==> src/rtl/synth_pkg.sv <==
// Shared constants and types for the polyphonic NCO front end.
// Optional feature macro used by phase_accumulator_bank: VOICE_STEAL_EN.
package synth_pkg;

    localparam int unsigned PHASE_W_DEFAULT = 24;
    localparam int unsigned FS_HZ           = 48000;

    // Phase increments for MIDI notes 120..131 (octave 10) at FS_HZ, 24-bit phase.
    localparam logic [23:0] BASE_INC [0:11] = '{
        24'd2926229, 24'd3100235, 24'd3284585, 24'd3479896,
        24'd3686822, 24'd3906052, 24'd4138318, 24'd4384355,
        24'd4645104, 24'd4921317, 24'd5213953, 24'd5523991
    };

    typedef enum logic {
        IDLE,
        SWEEP
    } state_t;

endpackage

==> src/rtl/midi_to_inc.sv <==
// Combinational MIDI note -> phase increment: split note into octave and
// semitone, look up the top-octave increment and shift it down per octave.
module midi_to_inc
    import synth_pkg::*;
#(
    parameter int unsigned PHASE_W = PHASE_W_DEFAULT
) (
    input  logic [6:0]         note_i,
    output logic [PHASE_W-1:0] inc_o
);

    logic [3:0]  oct;
    logic [3:0]  semi;
    logic [3:0]  shift;
    logic [23:0] base;

    // Octave/semitone split and truncating shift of the base increment.
    always_comb begin
        oct   = 4'(note_i / 7'd12);
        semi  = 4'(note_i % 7'd12);
        shift = 4'd10 - oct;
        base  = BASE_INC[semi];
        inc_o = PHASE_W'(base >> shift);
    end

endmodule

==> src/rtl/phase_accumulator_bank.sv <==
// Polyphonic NCO front end: note allocation, per-voice phase accumulators and
// a once-per-sample sweep that emits one registered slot per voice.
// Optional feature macro: VOICE_STEAL_EN (round-robin voice stealing when full).
module phase_accumulator_bank
    import synth_pkg::*;
#(
    parameter int unsigned VOICES  = 4,
    parameter int unsigned PHASE_W = PHASE_W_DEFAULT
) (
    input  logic                       clk,
    input  logic                       rst,
    input  logic                       clk_en,
    input  logic                       i_sample_tick,
    input  logic                       i_note_on,
    input  logic                       i_note_off,
    input  logic [6:0]                 i_note,
    output logic                       o_slot,
    output logic                       o_valid,
    output logic [$clog2(VOICES)-1:0]  o_voice,
    output logic [6:0]                 o_midi,
    output logic [PHASE_W-1:0]         o_phase,
    output logic                       o_last,
    output logic                       o_overrun,
    output logic                       o_drop
);

    localparam int unsigned   VI   = $clog2(VOICES);
    localparam logic [VI-1:0] LAST = VI'(VOICES - 1);

    state_t              state_q, state_d;
    logic [VI-1:0]       idx_q, idx_d;
    logic                overrun_q, overrun_d;

    logic                active_q [VOICES];
    logic                active_d [VOICES];
    logic [6:0]          note_q   [VOICES];
    logic [6:0]          note_d   [VOICES];
    logic [PHASE_W-1:0]  inc_q    [VOICES];
    logic [PHASE_W-1:0]  inc_d    [VOICES];
    logic [PHASE_W-1:0]  acc_q    [VOICES];
    logic [PHASE_W-1:0]  acc_d    [VOICES];

    logic                slot_q, valid_q, last_q, drop_q;
    logic [VI-1:0]       voice_q;
    logic [6:0]          midi_q;
    logic [PHASE_W-1:0]  phase_q;

    logic                hit, free_any, ev_on, ev_off, full;
    logic [VI-1:0]       hit_idx, free_idx, wr_idx;
    logic                wr_en, drop, emit;
    logic [PHASE_W-1:0]  new_inc, slot_phase;

    midi_to_inc #(.PHASE_W(PHASE_W)) u_inc (
        .note_i (i_note),
        .inc_o  (new_inc)
    );

    // Event decode: note-off wins over a simultaneous note-on.
    always_comb begin
        ev_off   = i_note_off;
        ev_on    = i_note_on && !i_note_off;
        hit      = 1'b0;
        hit_idx  = '0;
        free_any = 1'b0;
        free_idx = '0;
        for (int unsigned v = 0; v < VOICES; v++) begin
            if (!hit && active_q[v] && (note_q[v] == i_note)) begin
                hit     = 1'b1;
                hit_idx = VI'(v);
            end
            if (!free_any && !active_q[v]) begin
                free_any = 1'b1;
                free_idx = VI'(v);
            end
        end
        full = ev_on && !hit && !free_any;
    end

`ifdef VOICE_STEAL_EN
    logic [VI-1:0] rr_q;

    // Allocation target: lowest free voice, else the round-robin victim.
    always_comb begin
        wr_en  = ev_on && !hit;
        wr_idx = free_any ? free_idx : rr_q;
        drop   = 1'b0;
    end

    // Round-robin steal pointer advances on every steal.
    always_ff @(posedge clk or posedge rst) begin
        if (rst) begin
            rr_q <= '0;
        end else if (full) begin
            rr_q <= (rr_q == LAST) ? '0 : rr_q + VI'(1);
        end
    end
`else
    // Allocation target: lowest free voice; a full bank rejects the note.
    always_comb begin
        wr_en  = ev_on && !hit && free_any;
        wr_idx = free_idx;
        drop   = full;
    end
`endif

    // Sweep FSM next state, slot index and sticky overrun.
    always_comb begin
        state_d   = state_q;
        idx_d     = idx_q;
        overrun_d = overrun_q;
        emit      = 1'b0;
        case (state_q)
            IDLE: begin
                if (i_sample_tick) begin
                    state_d = SWEEP;
                    idx_d   = '0;
                end
            end
            SWEEP: begin
                if (i_sample_tick) overrun_d = 1'b1;
                if (clk_en) begin
                    emit = 1'b1;
                    if (idx_q == LAST) begin
                        state_d = IDLE;
                        idx_d   = '0;
                    end else begin
                        idx_d = idx_q + VI'(1);
                    end
                end
            end
            default: state_d = IDLE;
        endcase
    end

    // FSM state register.
    always_ff @(posedge clk or posedge rst) begin
        if (rst) begin
            state_q   <= IDLE;
            idx_q     <= '0;
            overrun_q <= 1'b0;
        end else begin
            state_q   <= state_d;
            idx_q     <= idx_d;
            overrun_q <= overrun_d;
        end
    end

    // Voice table update: accumulate first so a same-cycle event clear wins.
    always_comb begin
        active_d   = active_q;
        note_d     = note_q;
        inc_d      = inc_q;
        acc_d      = acc_q;
        slot_phase = active_q[idx_q] ? acc_q[idx_q] + inc_q[idx_q] : '0;
        if (emit && active_q[idx_q]) acc_d[idx_q] = slot_phase;
        if (ev_off && hit) active_d[hit_idx] = 1'b0;
        if (ev_on && hit)  acc_d[hit_idx]    = '0;
        if (wr_en) begin
            active_d[wr_idx] = 1'b1;
            note_d[wr_idx]   = i_note;
            inc_d[wr_idx]    = new_inc;
            acc_d[wr_idx]    = '0;
        end
    end

    // Voice table registers.
    always_ff @(posedge clk or posedge rst) begin
        if (rst) begin
            for (int unsigned v = 0; v < VOICES; v++) begin
                active_q[v] <= 1'b0;
                note_q[v]   <= '0;
                inc_q[v]    <= '0;
                acc_q[v]    <= '0;
            end
        end else begin
            active_q <= active_d;
            note_q   <= note_d;
            inc_q    <= inc_d;
            acc_q    <= acc_d;
        end
    end

    // Slot output registers; everything but o_slot/o_drop holds between slots.
    always_ff @(posedge clk or posedge rst) begin
        if (rst) begin
            slot_q  <= 1'b0;
            valid_q <= 1'b0;
            voice_q <= '0;
            midi_q  <= '0;
            phase_q <= '0;
            last_q  <= 1'b0;
            drop_q  <= 1'b0;
        end else begin
            slot_q <= emit;
            drop_q <= drop;
            if (emit) begin
                valid_q <= active_q[idx_q];
                voice_q <= idx_q;
                midi_q  <= active_q[idx_q] ? note_q[idx_q] : 7'd0;
                phase_q <= slot_phase;
                last_q  <= (idx_q == LAST);
            end
        end
    end

    assign o_slot    = slot_q;
    assign o_valid   = valid_q;
    assign o_voice   = voice_q;
    assign o_midi    = midi_q;
    assign o_phase   = phase_q;
    assign o_last    = last_q;
    assign o_overrun = overrun_q;
    assign o_drop    = drop_q;

endmodule
==> config.mk <==
export PLATFORM = sky130hd
export DESIGN_NAME = phase_accumulator_bank
export DESIGN_NICKNAME = d
export VERILOG_FILES = /design/src/rtl/synth_pkg.sv /design/src/rtl/midi_to_inc.sv /design/src/rtl/phase_accumulator_bank.sv
export SDC_FILE = /design/constraint.sdc
export NUM_CORES = 1
export LEC_CHECK = 0
export CAP_MARGIN = 15
export CORE_MARGIN = 2
export CORE_UTILIZATION = 34
export DETAILED_ROUTE_END_ITERATION = 10
export REMOVE_ABC_BUFFERS = 1
export SYNTH_ARGS = -nofsm -noshare
export SYNTH_HDL_FRONTEND = slang
export SYNTH_SLANG_ARGS = --single-unit
==> constraint.sdc <==
create_clock -name clk -period 10.5 [get_ports clk]
set_input_delay 3.15 -clock clk [delete_from_list [all_inputs] [get_ports clk]]
set_output_delay 3.15 -clock clk [all_outputs]
set_load 0.05 [all_outputs]
; After elaboration in Yosys (flattened, before gate mapping)
; Memory sizes are Yosys's and may differ from the RTL's.
; Cells that the tools add are included.
; W data, S select, Z words.
[totals]
romBits = 384
in_bits = 13
n_memories = 1
reg_bits = 265
[mem_list]
columns = memory, words, width, rd, rd_clocked_by_memory_dff, write_ports, line_no
row1 = (no name shown), 16, 24, 1, 0, 0, midi_to_inc.sv:22  ; base = BASE_INC[semi];
[op_classes]
div = 2
shift = 1
add_sub_neg = 3
eq_ne = 7
n_lt_le_gt_ge = 7
reduce_logical = 33
muxes = 60
n_bitwise = 12
[ops]
columns = op, n
row1 = $mux W96, 3
row2 = $mux W24, 10
row3 = $and A96 B96 Y96, 2
row4 = $bwmux W96, 2
row5 = $not A96 Y96, 2
row6 = $demux W24 S2, 3
row7 = $bmux W24 S2, 2
row8 = $bwmux W28, 1
row9 = $eq A7 B7 Y1, 4
row10 = $mux W7, 4
row11 = $add A24 B24 Y24, 1
row12 = $shr A24 B4 Y24, 1
row13 = $logic_and A1 B1 Y1, 20
row14 = $mux W1, 19
row15 = $bmux W7 S2, 1
row16 = $demux W7 S2, 1
row17 = $mux W2, 7
row18 = $logic_not A1 Y1, 11
row19 = $ge A3 B3 Y1 const B, 3
row20 = $lt A3 B1 Y1 const B, 3
row21 = $not A2 Y3, 3
row22 = $mux W4, 2
row23 = $div A7 B4 Y7 const B, 1
row24 = $mod A7 B4 Y7 const B, 1
row25 = other kinds (15), 18

; Depth between registers and ports, before layout
[logic_depth]
word_depth = 25
depth_mapped = 18
mapped_depth_nobuf = 13

; Hierarchy
; From an unflattened synthesis, not the netlist that was laid out.
[unflattened]
cells_unflattened = 1554
area_unflattened_um2 = 15994.1
[modules_own_cells]
columns = mod, area_per_inst_um2, n_inst, cells_per_inst, seq_area_each_um2
row1 = phase_accumulator_bank, 13233.9, 1, 1139, 6631.4
row2 = midi_to_inc, 2760.1, 1, 415, 0.0

; Worst setup path before layout
; No wires, ideal clock.
[synth_path]
kind = input to register
startpoint = input i_note[3]
endpoint = register inc_q[50] in the netlist's numbering
path_buffers = 6
t_required_ps = 10405
arrival_ps = 6485
stages = 16
setup_ps = 95
setup_slack_ps = 3920
cell_sequence = buf_6 -> or3b_1 -> buf_2 -> and2_4 -> a21oi_4 -> nor2_4 -> inv_2 -> buf_2 -> buf_2 -> ha_1 -> xnor2_1 -> buf_2 -> clkbuf_1 -> mux4_2 -> and2_4 -> o31ai_1
[synth_via]
elab_chain_cells = 18
elab_cells_between_ends = 30
[synth_lines]
columns = element, line_no
row1 = from (decl), phase_accumulator_bank.sv:16  ; input logic [6:0] i_note,
row2 = "parallel branches: the longest is 18 deep, another holds $mem_v2 Z16 W24", -
row3 = to (signal assigned), phase_accumulator_bank.sv:178  ; inc_q <= inc_d;
row4 = to (decl), phase_accumulator_bank.sv:38  ; logic [PHASE_W-1:0] inc_q [VOICES];
; Parallel ways; which one is timed is not known. The select of a mux whose other input is x is not followed.
; A chain may end at the register's enable or synchronous reset.

; Final worst setup path
[layout_path]
startpoint = input i_note[4]
endpoint = register inc_q[53] in the netlist's numbering
; The elaborated chain is that of the path after synthesis.

==> flow_metrics.env <==
export IMPL_grt_pass1_vias=12820
export IMPL_io_buffers=50
export IMPL_p_switching_mw=2.289
export IMPL_track_usage=0.1917
export IMPL_root_buffer="clkbuf_16"
export IMPL_p_sw_frac=0.4323
export IMPL_cp_slowest_cell="clkdlybuf4s50_1"
export IMPL_max_stage_delay_ns=0.87
export IMPL_avgSynthCellArea_um2=9.478
export IMPL_fin_tns_setup_ns=0
export IMPL_gp_congestion=0.9364
export IMPL_crit_chain="clkdlybuf4s50_1 -> buf_4 -> xor2_4 -> o32a_1 -> nand2_1 -> nor2_4 -> inv_2 -> ha_1 -> buf_4 -> clkinv_1 -> nand2_1 -> nor2_1 -> nand3_1 -> o211ai_1 -> a311oi_1 -> mux2_2"
export IMPL_p_leak_nw=7.410
export IMPL_synth_top_area_share=0.4146
export IMPL_io_pins=51
export IMPL_drt_iter0_drc=1127
export IMPL_cpLargestDelayFamily="buffers and inverters"
export IMPL_die_width_um=219.2
export IMPL_finalCritPeriodShare=0.7702
export IMPL_crit_arrival_ns=8.57
export IMPL_core_area_um2=45580
export IMPL_setup_viol=0
export IMPL_reg2reg_to="acc_q[46]"
export IMPL_ys_flop_type="dfrtp_1"
export IMPL_antenna_cells=0
export IMPL_finalPower_mw=5.294
export IMPL_ir_drop_mv=0.1693
export IMPL_yosysWarnings=0
export IMPL_hp_start="o_overrun"
export IMPL_finalHoldViolCount=0
export IMPL_seq_area_frac_synth=0.4146
export IMPL_die_h_um=219.2
export IMPL_worstHoldPathType="flip-flop to flip-flop"
export IMPL_cts_tree="built"
export IMPL_max_slew_margin=0.2009
export IMPL_synth_distinct_cells=93
export IMPL_final_nets=1697
export IMPL_area_growth_pct=11.99
export IMPL_synthTopCellsByArea="dfrtp_1 (41%), mux4_2 (8.6%), nand2_1 (8.1%)"
export IMPL_drtAntennaViolNets=0
export IMPL_via_count=12913
export IMPL_hold_end="o_overrun"
export IMPL_cts_htree_levels=1
export IMPL_critical_path_class="input pin to flip-flop"
export IMPL_route_detailed_drc=0
export IMPL_die_area_um2=48070
export IMPL_slew_viol_final=0
export IMPL_clock_sinks=261
export IMPL_min_path_cells=1
export IMPL_viasPerCell=5.684
export IMPL_crit_required_ns=10.98
export IMPL_synth_edf_count=0
export IMPL_totalWireLength_um=45610
export IMPL_endpoint_kind="flip-flop"
export IMPL_cts_setup_buffers=0
export IMPL_wl_per_cell_um=20.07
export IMPL_clkLatencyLatePin_ns=0.55
export IMPL_cts_resized=0
export IMPL_ys_seq_elements=261
export IMPL_antenna_found_initial=0
export IMPL_synth_area_um2=15750
export IMPL_status="finished, final reports clean"
export IMPL_first_pass_iters=5
export IMPL_dpl_instance_area_um2=16660
export IMPL_power_density_nw_per_um2=300.1
export IMPL_power_frac_seq=0.312
export IMPL_async_flop_share=1.000
export IMPL_hpwl_um=30310
export IMPL_drv_cap=0
export IMPL_ff2ff_path_depth=13
export IMPL_rrSetupSlack_ns=4.84
export IMPL_synth_cells=1662
export IMPL_skew_ns=0.01330
export IMPL_crit_path_start_kind="input pin"
export IMPL_grt_first_pass_wirelength_um=73270
export IMPL_yosysTopAreaCell="dfrtp_1"
export IMPL_timing_rr_start="idx_q[0]"
export IMPL_worstPathMaxFanout=28
export IMPL_final_common_cell="nand2_1"
export IMPL_p_clk_frac=0.189
export IMPL_fp_row_count=78
export IMPL_combPwrFrac=0.499
export IMPL_holdWs_ns=0.4642
export IMPL_clockBufferDepth=3
export IMPL_ctsHoldBuffers=0
export IMPL_grt_max_degree=115
export IMPL_start_util=0.3456
export IMPL_critical_path_buf_inv_count=5
export IMPL_final_util=0.3871
export IMPL_fin_area_um2=17640
export IMPL_final_cell_mix="nand2_1 (337), dfrtp_1 (259), a21oi_1 (136), nor2_1 (99), o21ai_0 (91)"
export IMPL_overflow=0
export IMPL_clkTransAtPathRegs_ns=0.06
export IMPL_rsz0062_at_grt="false"
export IMPL_tightest_slew_ns=1.196
export IMPL_min_period_ns=8.087
export IMPL_layout_drive_gt1_share=0.1316
export IMPL_fmax_mhz=123.7
export IMPL_cts_buffers=29
export IMPL_intPower_mw=3.006
## worst register-to-register path: stages (launching register included)
cell	delay, ns
dfrtp_4	0.82
buf_4	0.67
mux4_2	0.66
ha_1	0.26
fa_1	0.43
a21o_1	0.18
a21oi_1	0.33
o21ai_0	0.26
a311oi_2	0.48
o21ai_0	0.24
or4_1	0.44
a31oi_1	0.21
xor2_1	0.37
a211oi_1	0.14
## power groups by stage
stage	clock network (mW)	logic (mW)	registers, mW
3_5_place_dp	0	2.62	1.67
3_3_place_gp	0	2.58	1.65
4_1_cts	1.02	2.63	1.65
2_1_floorplan	0	1.69	1.81
5_1_grt	1.07	2.90	1.70
6_report	1.00	2.64	1.65
## kinds of logic (layout without fill, tap and decap cells)
group / Yosys count / after routing / share of synthesized area
xor+xnor: 55 / 55 / 0.03177
buf+inv: 140 / 150 / 0.04011
mux: 127 / 127 / 0.1344
fa+ha+maj: 33 / 33 / 0.02669
flops: 261 / 261 / 0.4146
compound gates: 436 / 436 / 0.1792
simple gates: 610 / 610 / 0.1732
## cells in the mapped netlist (8+ instances only)
cell / count
a22o_1: 11
nor2_1: 99
ha_1: 32
mux4_2: 60
nand2_1: 338
a31oi_1: 10
buf_2: 25
nand3_1: 40
inv_1: 17
o211ai_1: 17
a211oi_1: 20
a21oi_1: 136
nand4_1: 10
nand3b_1: 8
o22ai_1: 17
xor2_1: 17
clkbuf_1: 64
a22oi_1: 8
a221oi_1: 8
buf_1: 14
mux2i_1: 8
dfrtp_1: 261
buf_4: 12
and3_1: 11
a21o_1: 20
mux2_2: 53
o21ai_0: 91
nor2b_1: 14
o31ai_1: 27
nand2b_1: 17
xnor2_1: 37
nor3_1: 21
## registers in the layout, summed over array words and instances (netlist names), 2 cells and up
| signal | cells |
|---|---|
| acc_q | 96 |
| o_midi | 7 |
| idx_q | 2 |
| o_phase | 24 |
| note_q | 28 |
| active_q | 4 |
| o_voice | 2 |
| inc_q | 92 |
## worst max-delay path by stage
stage / startpoint / to / slack [ns] / cells after the start
after global routing: i_note[4] / inc_q[5] / 2.05 / 16
final: i_note[4] / inc_q[53] / 2.41 / 16
after global placement: i_note[4] / inc_q[48] / 1.92 / 15
after CTS: i_note[4] / inc_q[72] / 2.37 / 15
after detailed placement: i_note[4] / inc_q[72] / 1.83 / 15
after floorplan: rst / acc_q[0] / 0.17 / 1
## metrics by stage
stage | worst slack (ns) | std cells
after detailed placement | 1.826 | 2218
after global placement | 1.924 | 2218
final | 2.413 | 2272
after global routing | 2.048 | 2272
after floorplan | 0.1665 | 1543
after CTS | 2.374 | 2270
## metal layers
metal,up-vias,global-route usage,part of all wire
li1,5995,-,-
met1,6461,0.2673,0.45
met2,386,0.3195,0.48
met3,71,0.01954,0.048
met4,0,0.04730,0.021
met5,-,0,0
## final cells by class
| type | instances | area (µm²) |
|---|---|---|
| clock buffers | 45 | 875.8 |
| clock inverters | 7 | 63.81 |
| fillers | 4456 | 27930 |
| inverters | 21 | 86.33 |
| multi-input cells | 1261 | 8603 |
| flip-flops and latches | 261 | 6536 |
| well taps | 600 | 750.7 |
| repair buffers | 77 | 725.7 |
Note: power is estimated with default switching activity, not from simulation.
